[src/rtl/alu_serial_ctrl.sv]
`timescale 1ns / 1ps
`default_nettype none
// alu_serial_ctrl: bit-serial LSB-first ALU built around a single alu1 slice.
// Define ALU_SERIAL_SUB_EN to enable op 3'b010 (A - B); otherwise that op is reserved.

module alu1 (
  input  logic       a_i,
  input  logic       b_i,
  input  logic       cin_i,
  input  logic [2:0] op_i,
  output logic       y_o,
  output logic       cout_o
);
  always_comb begin
    y_o    = 1'b0;
    cout_o = 1'b0;
    case (op_i)
      3'b111: y_o = a_i & b_i;
      3'b110: y_o = ~a_i;
      3'b101: y_o = a_i | b_i;
      3'b100: y_o = a_i ^ b_i;
      3'b011: begin
        y_o    = a_i ^ b_i ^ cin_i;
        cout_o = (a_i & b_i) | (a_i & cin_i) | (b_i & cin_i);
      end
      default: begin
        y_o    = 1'b0;
        cout_o = 1'b0;
      end
    endcase
  end
endmodule

module alu_serial_ctrl #(
  parameter int WIDTH = 4
) (
  input  logic             clk,
  input  logic             rst,
  input  logic             start,
  input  logic [2:0]       op,
  input  logic [WIDTH-1:0] a,
  input  logic [WIDTH-1:0] b,
  output logic             busy,
  output logic             done,
  output logic [WIDTH-1:0] result,
  output logic             carry_out
);
  localparam int CW = (WIDTH > 1) ? $clog2(WIDTH) : 1;
  localparam logic [CW-1:0] CNT_LAST = CW'(WIDTH - 1);
  localparam logic [CW-1:0] CNT_ONE  = CW'(1);

  typedef enum logic [1:0] {
    S_IDLE = 2'd0,
    S_RUN  = 2'd1,
    S_DONE = 2'd2
  } state_t;

  state_t           state_q;
  logic [WIDTH-1:0] a_q, b_q, result_q;
  logic [2:0]       op_q;
  logic [CW-1:0]    cnt_q;
  logic             carry_q, busy_q, done_q, cout_q;

  logic       slice_b_d, slice_cin_d, slice_y_d, slice_cout_d, carry_init_d;
  logic [2:0] slice_op_d;

`ifdef ALU_SERIAL_SUB_EN
  logic sub_d;
  // Subtraction reuses the adder: invert B per bit and seed the carry with 1.
  assign sub_d        = (op_q == 3'b010);
  assign slice_op_d   = sub_d ? 3'b011 : op_q;
  assign slice_b_d    = b_q[0] ^ sub_d;
  assign carry_init_d = (op == 3'b010);
`else
  assign slice_op_d   = op_q;
  assign slice_b_d    = b_q[0];
  assign carry_init_d = 1'b0;
`endif

  // Logic ops never see the carry flop, so no carry state leaks between operations.
  assign slice_cin_d = (slice_op_d == 3'b011) & carry_q;

  alu1 u_slice (
    .a_i    (a_q[0]),
    .b_i    (slice_b_d),
    .cin_i  (slice_cin_d),
    .op_i   (slice_op_d),
    .y_o    (slice_y_d),
    .cout_o (slice_cout_d)
  );

  always_ff @(posedge clk or posedge rst) begin
    if (rst) begin
      state_q  <= S_IDLE;
      a_q      <= '0;
      b_q      <= '0;
      op_q     <= 3'b000;
      result_q <= '0;
      cnt_q    <= '0;
      carry_q  <= 1'b0;
      busy_q   <= 1'b0;
      done_q   <= 1'b0;
      cout_q   <= 1'b0;
    end else begin
      done_q <= 1'b0;
      case (state_q)
        S_IDLE: begin
          if (start) begin
            a_q     <= a;
            b_q     <= b;
            op_q    <= op;
            cnt_q   <= '0;
            carry_q <= carry_init_d;
            busy_q  <= 1'b1;
            state_q <= S_RUN;
          end
        end
        S_RUN: begin
          a_q      <= a_q >> 1;
          b_q      <= b_q >> 1;
          result_q <= {slice_y_d, result_q[WIDTH-1:1]};
          carry_q  <= slice_cout_d;
          cnt_q    <= cnt_q + CNT_ONE;
          if (cnt_q == CNT_LAST) begin
            cout_q  <= slice_cout_d;
            busy_q  <= 1'b0;
            done_q  <= 1'b1;
            state_q <= S_DONE;
          end
        end
        S_DONE:  state_q <= S_IDLE;
        default: state_q <= S_IDLE;
      endcase
    end
  end

  assign busy      = busy_q;
  assign done      = done_q;
  assign result    = result_q;
  assign carry_out = cout_q;
endmodule

`default_nettype wire

[config.mk]
export PLATFORM = sky130hd
export DESIGN_NAME = alu_serial_ctrl
export DESIGN_NICKNAME = d
export VERILOG_FILES = /design/src/rtl/alu_serial_ctrl.sv
export SDC_FILE = /design/constraint.sdc
export NUM_CORES = 1
export LEC_CHECK = 0
export ABC_AREA = 1
export CAP_MARGIN = 20
export CORE_MARGIN = 2
export CORE_UTILIZATION = 50
export DETAILED_ROUTE_END_ITERATION = 12
export PLACE_DENSITY = 0.77
export SETUP_SLACK_MARGIN = 0.15
export SKIP_CTS_REPAIR_TIMING = 1
export SYNTH_ARGS = -nofsm -noshare
export SYNTH_HDL_FRONTEND = slang
export SYNTH_HIERARCHICAL = 1
export SYNTH_SLANG_ARGS = --single-unit
[constraint.sdc]
create_clock -name clk -period 1.7 [get_ports clk]
set_clock_uncertainty 0.15 [all_clocks]
set_input_delay 0.34 -clock clk [delete_from_list [all_inputs] [get_ports clk]]
set_output_delay 0.34 -clock clk [all_outputs]
set_load 0.01 [all_outputs]
# [After elaboration in Yosys (flattened, before gate mapping)]
# Index checks and enable logic that the tools add are counted.
[totals] regBits=23 word_cells=55
[classes] addsub=1 n_eq_ne=9 muxes=18 bitwise=10 n_reduce_logical=7
[op_table] operator="$pmux W4 S2" count=2
[op_table] operator="$eq A3 B3 Y1 const B" count=4
[op_table] operator="$mux W4" count=2
[op_table] operator="$pmux W2 S2" count=2
[op_table] operator="$reduce_and A2 Y1" count=4
[op_table] operator="$mux W1" count=6
[op_table] operator="$mux W2" count=3
[op_table] operator="$pmux W1 S5" count=1
[op_table] operator="$and A1 B1 Y1" count=4
[op_table] operator="$ne A2 B2 Y1 const B" count=2
[op_table] operator="$pmux W1 S2" count=2
[op_table] operator="$eq A3 B2 Y1 const B" count=1
[op_table] operator="$or A1 B1 Y1" count=3
[op_table] operator="$reduce_and A3 Y1" count=1
[op_table] operator="$add A2 B1 Y2 const B" count=1
[op_table] operator="$eq A2 B1 Y1 const B" count=1
[op_table] operator="$eq A2 B2 Y1 const B" count=1
[op_table] operator="$logic_not A2 Y1" count=1
[op_table] operator="$reduce_bool A2 Y1" count=1
[op_table] operator="$xor A1 B1 Y1" count=2
[op_table] operator="$not A1 Y1" count=1

# [Depth between registers and ports, before layout]
[logic_depth] ltp_word=7 depth_mapped=9

# [Cells and area by module]
# Netlist, hierarchy kept.
[by_module_without_submodules] mod="alu_serial_ctrl" n_inst=1 cells_per_inst=121 area_per_inst_um2=1026.0 seq_area_each_um2=575.6
[by_module_without_submodules] mod="alu1" n_inst=1 cells_per_inst=18 area_per_inst_um2=113.9 seq_area_each_um2=0.0

# [Worst setup path after synthesis]
# No wires, ideal clock.
[synth_timing] path_kind="register -> register" from="reg op_q[0]" to="reg result_q[3] (netlist: result[3])" arrival_time_ns=1.266 t_required_ns=1.421 path_slack_ns=0.155 stages_incl_launch_ff=8 cell_sequence="dfrtp_1 -> nand2_1 -> nor3_1 -> fa_1 -> nand2_1 -> nand2_1 -> nand2_1 -> o21ai_0"
[synth_via] elab_chain_cells=4
[synth_rtl] element="start: declaration" line="60" text="logic [2:0] op_q;"
[synth_rtl] element="start signal: assignment" line="111" text="op_q <= op;"
[synth_rtl] element="$eq A3 B2 Y1" line="81" text="assign slice_cin_d = (slice_op_d == 3'b011) & carry_q;"
[synth_rtl] element="$and A1 B1 Y1" line="81"
[synth_rtl] element="named net slice_cin_d" line="64" text="logic slice_b_d, slice_cin_d, slice_y_d, slice_cout_d, carry_init_d;"
[synth_rtl] element="$xor A1 B1 Y1" line="23" text="y_o = a_i ^ b_i ^ cin_i;"
[synth_rtl] element="$pmux W1 S5" line="17" text="case (op_i)"
[synth_rtl] element="named net slice_y_d" line="64"
[synth_rtl] element="end signal: assignment" line="121" text="result_q <= {slice_y_d, result_q[WIDTH-1:1]};"
[synth_rtl] element="end: declaration" line="59" text="logic [WIDTH-1:0] a_q, b_q, result_q;"
# The timed path passes the listed nets, and every way through them passes these cells.
# A chain may end at the register's enable or synchronous reset.

# [Worst setup path after layout]
[layout_timing] from="reg op_q[2]" to="reg result_q[3] (netlist: result[3])"
# Same word-level chain as after synthesis.

==> metrics.txt <==
# TYPE chip_impl_metric gauge
chip_impl_metric{name="cts-root-to-sink-buffers",unit=""} 2
chip_impl_metric{name="internal_power",unit="mW"} 1.34
chip_impl_metric{name="via_count_of_the_first_global_routing_pass",unit=""} 967
chip_impl_metric{name="share_comb_of_total_power",unit="%"} 48.1
chip_impl_info{name="outcome",value="finished, final reports clean"} 1
chip_impl_info{name="clock_tree.root_cell",value="clkbuf_4"} 1
chip_impl_metric{name="port-buffer-count",unit=""} 20
chip_impl_metric{name="wire_length_of_the_first_global_routing_pass",unit="um"} 4000
chip_impl_metric{name="cap_violations",unit=""} 0
chip_impl_info{name="synth_area_leader_cell",value="dfrtp_1"} 1
chip_impl_metric{name="critPathBufInv",unit=""} 0
chip_impl_metric{name="start_util",unit="%"} 52.0
chip_impl_metric{name="global_routing_usage_summed_across_all_routing_layers",unit="%"} 20.3
chip_impl_metric{name="antennaDiodeCount",unit=""} 0
chip_impl_metric{name="synth.lib_cells_used.distinct",unit=""} 19
chip_impl_info{name="tritoncts",value="yes"} 1
chip_impl_info{name="path_class",value="reg -> reg"} 1
chip_impl_metric{name="post-synth-top-area-fraction",unit="%"} 50.5
chip_impl_metric{name="report.final.slew_viol_count",unit=""} 0
chip_impl_metric{name="setup_total_negative_slack",unit="ns"} 0
chip_impl_metric{name="power.switching_fraction",unit="%"} 42.9
chip_impl_metric{name="syn_to_final_growth",unit="%"} 27.0
chip_impl_metric{name="avgRoutedWirePerCell",unit="um"} 12.4
chip_impl_metric{name="postSynthCellCount",unit=""} 139
chip_impl_metric{name="grt_start_max_net_pins",unit=""} 24
chip_impl_metric{name="drive_above_1_share",unit="%"} 11.4
chip_impl_info{name="grt_setup_unrepaired",value="true"} 1
chip_impl_metric{name="initial_antenna_violation_count",unit=""} 0
chip_impl_metric{name="p_switching",unit="mW"} 1.01
chip_impl_metric{name="detail_route.first_pass.iterations",unit=""} 4
chip_impl_info{name="timing.critical_path.mode_cell",value="nand2_1"} 1
chip_impl_metric{name="ir_worst_vdd",unit="mV"} 1.43
chip_impl_metric{name="hold-worst-slack",unit="ns"} 0.209
chip_impl_metric{name="die-width",unit="um"} 51.7
chip_impl_info{name="post_synth_main_area_contributors",value="dfrtp_1, nand2_1, nand3_1"} 1
chip_impl_metric{name="sequential_share_of_power",unit="%"} 41.3
chip_impl_metric{name="floorplan.die.height",unit="um"} 51.7
chip_impl_metric{name="finish.net_count",unit=""} 185
chip_impl_metric{name="synth_sequential_area_ratio",unit="%"} 50.5
chip_impl_metric{name="worst_max_slew_pin_slew",unit="ns"} 0.304
chip_impl_metric{name="grt.overflow.total",unit=""} 0
chip_impl_metric{name="cp_data_arrival_time",unit="ns"} 1.62
chip_impl_metric{name="vias",unit=""} 977
chip_impl_metric{name="core_area",unit="sq um"} 2190
chip_impl_metric{name="layout.cell_area.non_filler",unit="sq um"} 1450
chip_impl_metric{name="critPathMaxStageDelay",unit="ns"} 0.44
chip_impl_metric{name="drt_iter0_markers",unit=""} 13
chip_impl_metric{name="synth_fp_nets",unit=""} 157
chip_impl_metric{name="drcViolationCount",unit=""} 0
chip_impl_metric{name="vias_per_cell",unit=""} 5.04
chip_impl_metric{name="number_of_instances_in_the_placed_design",unit=""} 186
chip_impl_metric{name="power_frac_clock",unit="%"} 10.6
chip_impl_metric{name="cts_buffers",unit=""} 3
chip_impl_metric{name="worst_slew_margin_rel",unit="%"} 79.7
chip_impl_metric{name="fillers",unit=""} 188
chip_impl_metric{name="worst_setup_hold_path_clk_slew",unit="ns"} 0.12
chip_impl_metric{name="detail-route-antenna-nets",unit=""} 0
chip_impl_metric{name="clock.fmax",unit="GHz"} 0.634
chip_impl_metric{name="ys_seq_elements",unit=""} 23
chip_impl_info{name="min-delay-path-class",value="in -> async"} 1
chip_impl_metric{name="pwrdens",unit="nW/um^2"} 1620
chip_impl_metric{name="leakagePower",unit="nW"} 0.836
chip_impl_metric{name="placed_inst_area",unit="sq um"} 1370
chip_impl_metric{name="fp.dieArea",unit="sq um"} 2680
chip_impl_info{name="timing.critical_path.from_type",value="flip-flop"} 1
chip_impl_metric{name="clock_insertion_delay_at_the_later_pin_of_the_skew_report",unit="ns"} 0.31
chip_impl_info{name="worst_path_dominant_cell_family",value="flip-flops"} 1
chip_impl_metric{name="routed_wirelength",unit="um"} 2400
chip_impl_metric{name="cp_max_fanout",unit=""} 4
chip_impl_metric{name="critPathRequiredTime",unit="ns"} 1.75
chip_impl_info{name="path_cells",value="nor3_2, fa_1, nand2_1, nand2_1, nand2_1, o21ai_0"} 1
chip_impl_info{name="timing.critical_path.slowest_stage_cell",value="dfrtp_1"} 1
chip_impl_metric{name="finalWorstPathRequiredPeriod",unit="ns"} 1.58
chip_impl_metric{name="top_level_ports",unit=""} 21
chip_impl_metric{name="final_cell_count_no_fill",unit=""} 194
chip_impl_metric{name="placementRows",unit=""} 17
chip_impl_metric{name="syn_area",unit="sq um"} 1140
chip_impl_metric{name="hold_viol",unit=""} 0
chip_impl_metric{name="setup-violations-final",unit=""} 0
chip_impl_metric{name="final_critical_path_share_of_the_clock_period",unit="%"} 92.8
chip_impl_metric{name="yosys_warnings",unit=""} 6
chip_impl_metric{name="synth.avg_cell_area",unit="sq um"} 8.20
chip_impl_metric{name="htree_num_levels",unit=""} 1
chip_impl_info{name="setup.worst_path.end_class",value="flip-flop"} 1
chip_impl_metric{name="detailedPlacementHpwl",unit="um"} 1670
chip_impl_metric{name="clock-sinks",unit=""} 23
chip_impl_metric{name="gp_routability_congestion",unit=""} 0.773
-- cell families (layout without fill, tap and decap cells) --
logic type      count (synthesis)  count (layout)  share of synthesized area, %
compound gates                 10              10                          4.39
fa+ha+maj                       4               4                          5.05
buf+inv                        25              52                          9.44
flops                          23              23                          50.5
simple gates                   77              77                          30.6
-- cells in the mapped netlist --
cell type / number
buf_4: 3
nor2_2: 2
nand2_2: 1
a21oi_1: 1
o21ai_0: 4
and2_1: 1
inv_1: 20
nand3_1: 22
nor3_2: 1
nor2_1: 3
inv_4: 1
ha_1: 3
inv_2: 1
o21ai_1: 5
dfrtp_1: 23
nand2_1: 44
nor3_1: 1
fa_1: 1
nand2_4: 2
-- cell type report --
cell class	count	area, sq um	area share (%)
multi-input combinational	91	462	31.9
clock buffer	4	26.3	1.82
tap	28	35.0	2.42
sequential	23	577	39.8
timing repair buffer	26	263	18.2
inverter	22	85.1	5.88
-- worst paths after layout --
check                                     from                endpoint  slack (ns)  cells past startpoint
min in group clk              busy$_DFFE_PP0P_        busy$_DFFE_PP0P_        0.34                      2
max                        op_q[2]$_DFFE_PP0P_   result[3]$_DFFE_PP0N_        0.12                      6
max in group asynchronous                  rst  state_q[0]$_DFFE_PP0P_        0.95                      3
min                                        rst    cnt_q[0]$_DFFE_PP0P_        0.21                      3
max reg2reg                op_q[2]$_DFFE_PP0P_   result[3]$_DFFE_PP0N_        0.12                      6
min reg2reg                   busy$_DFFE_PP0P_        busy$_DFFE_PP0P_        0.34                      2
-- worst reg2reg max path, cell delays in order, from the launching register on --
cell and delay, ns:
dfrtp_1 0.44, nor3_2 0.20, fa_1 0.43, nand2_1 0.07, nand2_1 0.05, nand2_1 0.05
o21ai_0 0.07
-- cells in the final DEF, fill, tap and decap left out, drive strengths merged --
| master | n |
|---|---|
| nand2 | 47 |
| dfrtp | 23 |
| nand3 | 22 |
| inv | 22 |
| clkdlybuf4s50 | 13 |
| o21ai | 9 |
| dlymetal6s2s | 7 |
| buf | 6 |
| nor2 | 5 |
| clkbuf | 4 |
| ha | 3 |
| nor3 | 2 |
| a21oi | 1 |
| and2 | 1 |
| fa | 1 |
-- per-layer routing --
| metal | up-vias | GRT usage, % | part of all wire [%] |
|---|---|---|---|
| met5 | - | 0 | 0 |
| met4 | 0 | 5.26 | 0.96 |
| met3 | 5 | 4.31 | 4.1 |
| met2 | 23 | 37.0 | 53 |
| met1 | 461 | 24.3 | 42 |
| li1 | 488 | - | - |
-- power by group through the flow --
| stage | clock (mW) | sequential [mW] | combinational (mW) |
|---|---|---|---|
| 3_5_place_dp | 0 | 0.984 | 1.05 |
| 6_report | 0.250 | 0.970 | 1.13 |
| 5_1_grt | 0.282 | 1.00 | 1.29 |
| 3_3_place_gp | 0 | 0.964 | 1.01 |
| 2_1_floorplan | 0 | 0.950 | 0.767 |
| 4_1_cts | 0.262 | 0.971 | 1.06 |
-- stage by stage --
step	util, %	power (mW)	setup slack [ns]
3_5_place_dp	62.4	2.04	0.0788
5_1_grt	66.1	2.58	0.00228
6_report	66.1	2.35	0.123
2_1_floorplan	-	1.72	0.155
3_3_place_gp	62.4	1.97	0.130
4_1_cts	63.6	2.29	-0.0391
-- registers in the layout, indices dropped and copies added (netlist names) --
signal and count:
carry_out 1, done 1, result 4, carry_q 1, cnt_q 2, busy 1, a_q 4, state_q 2
b_q 4, op_q 3
Power figures use the tool's default switching activity.
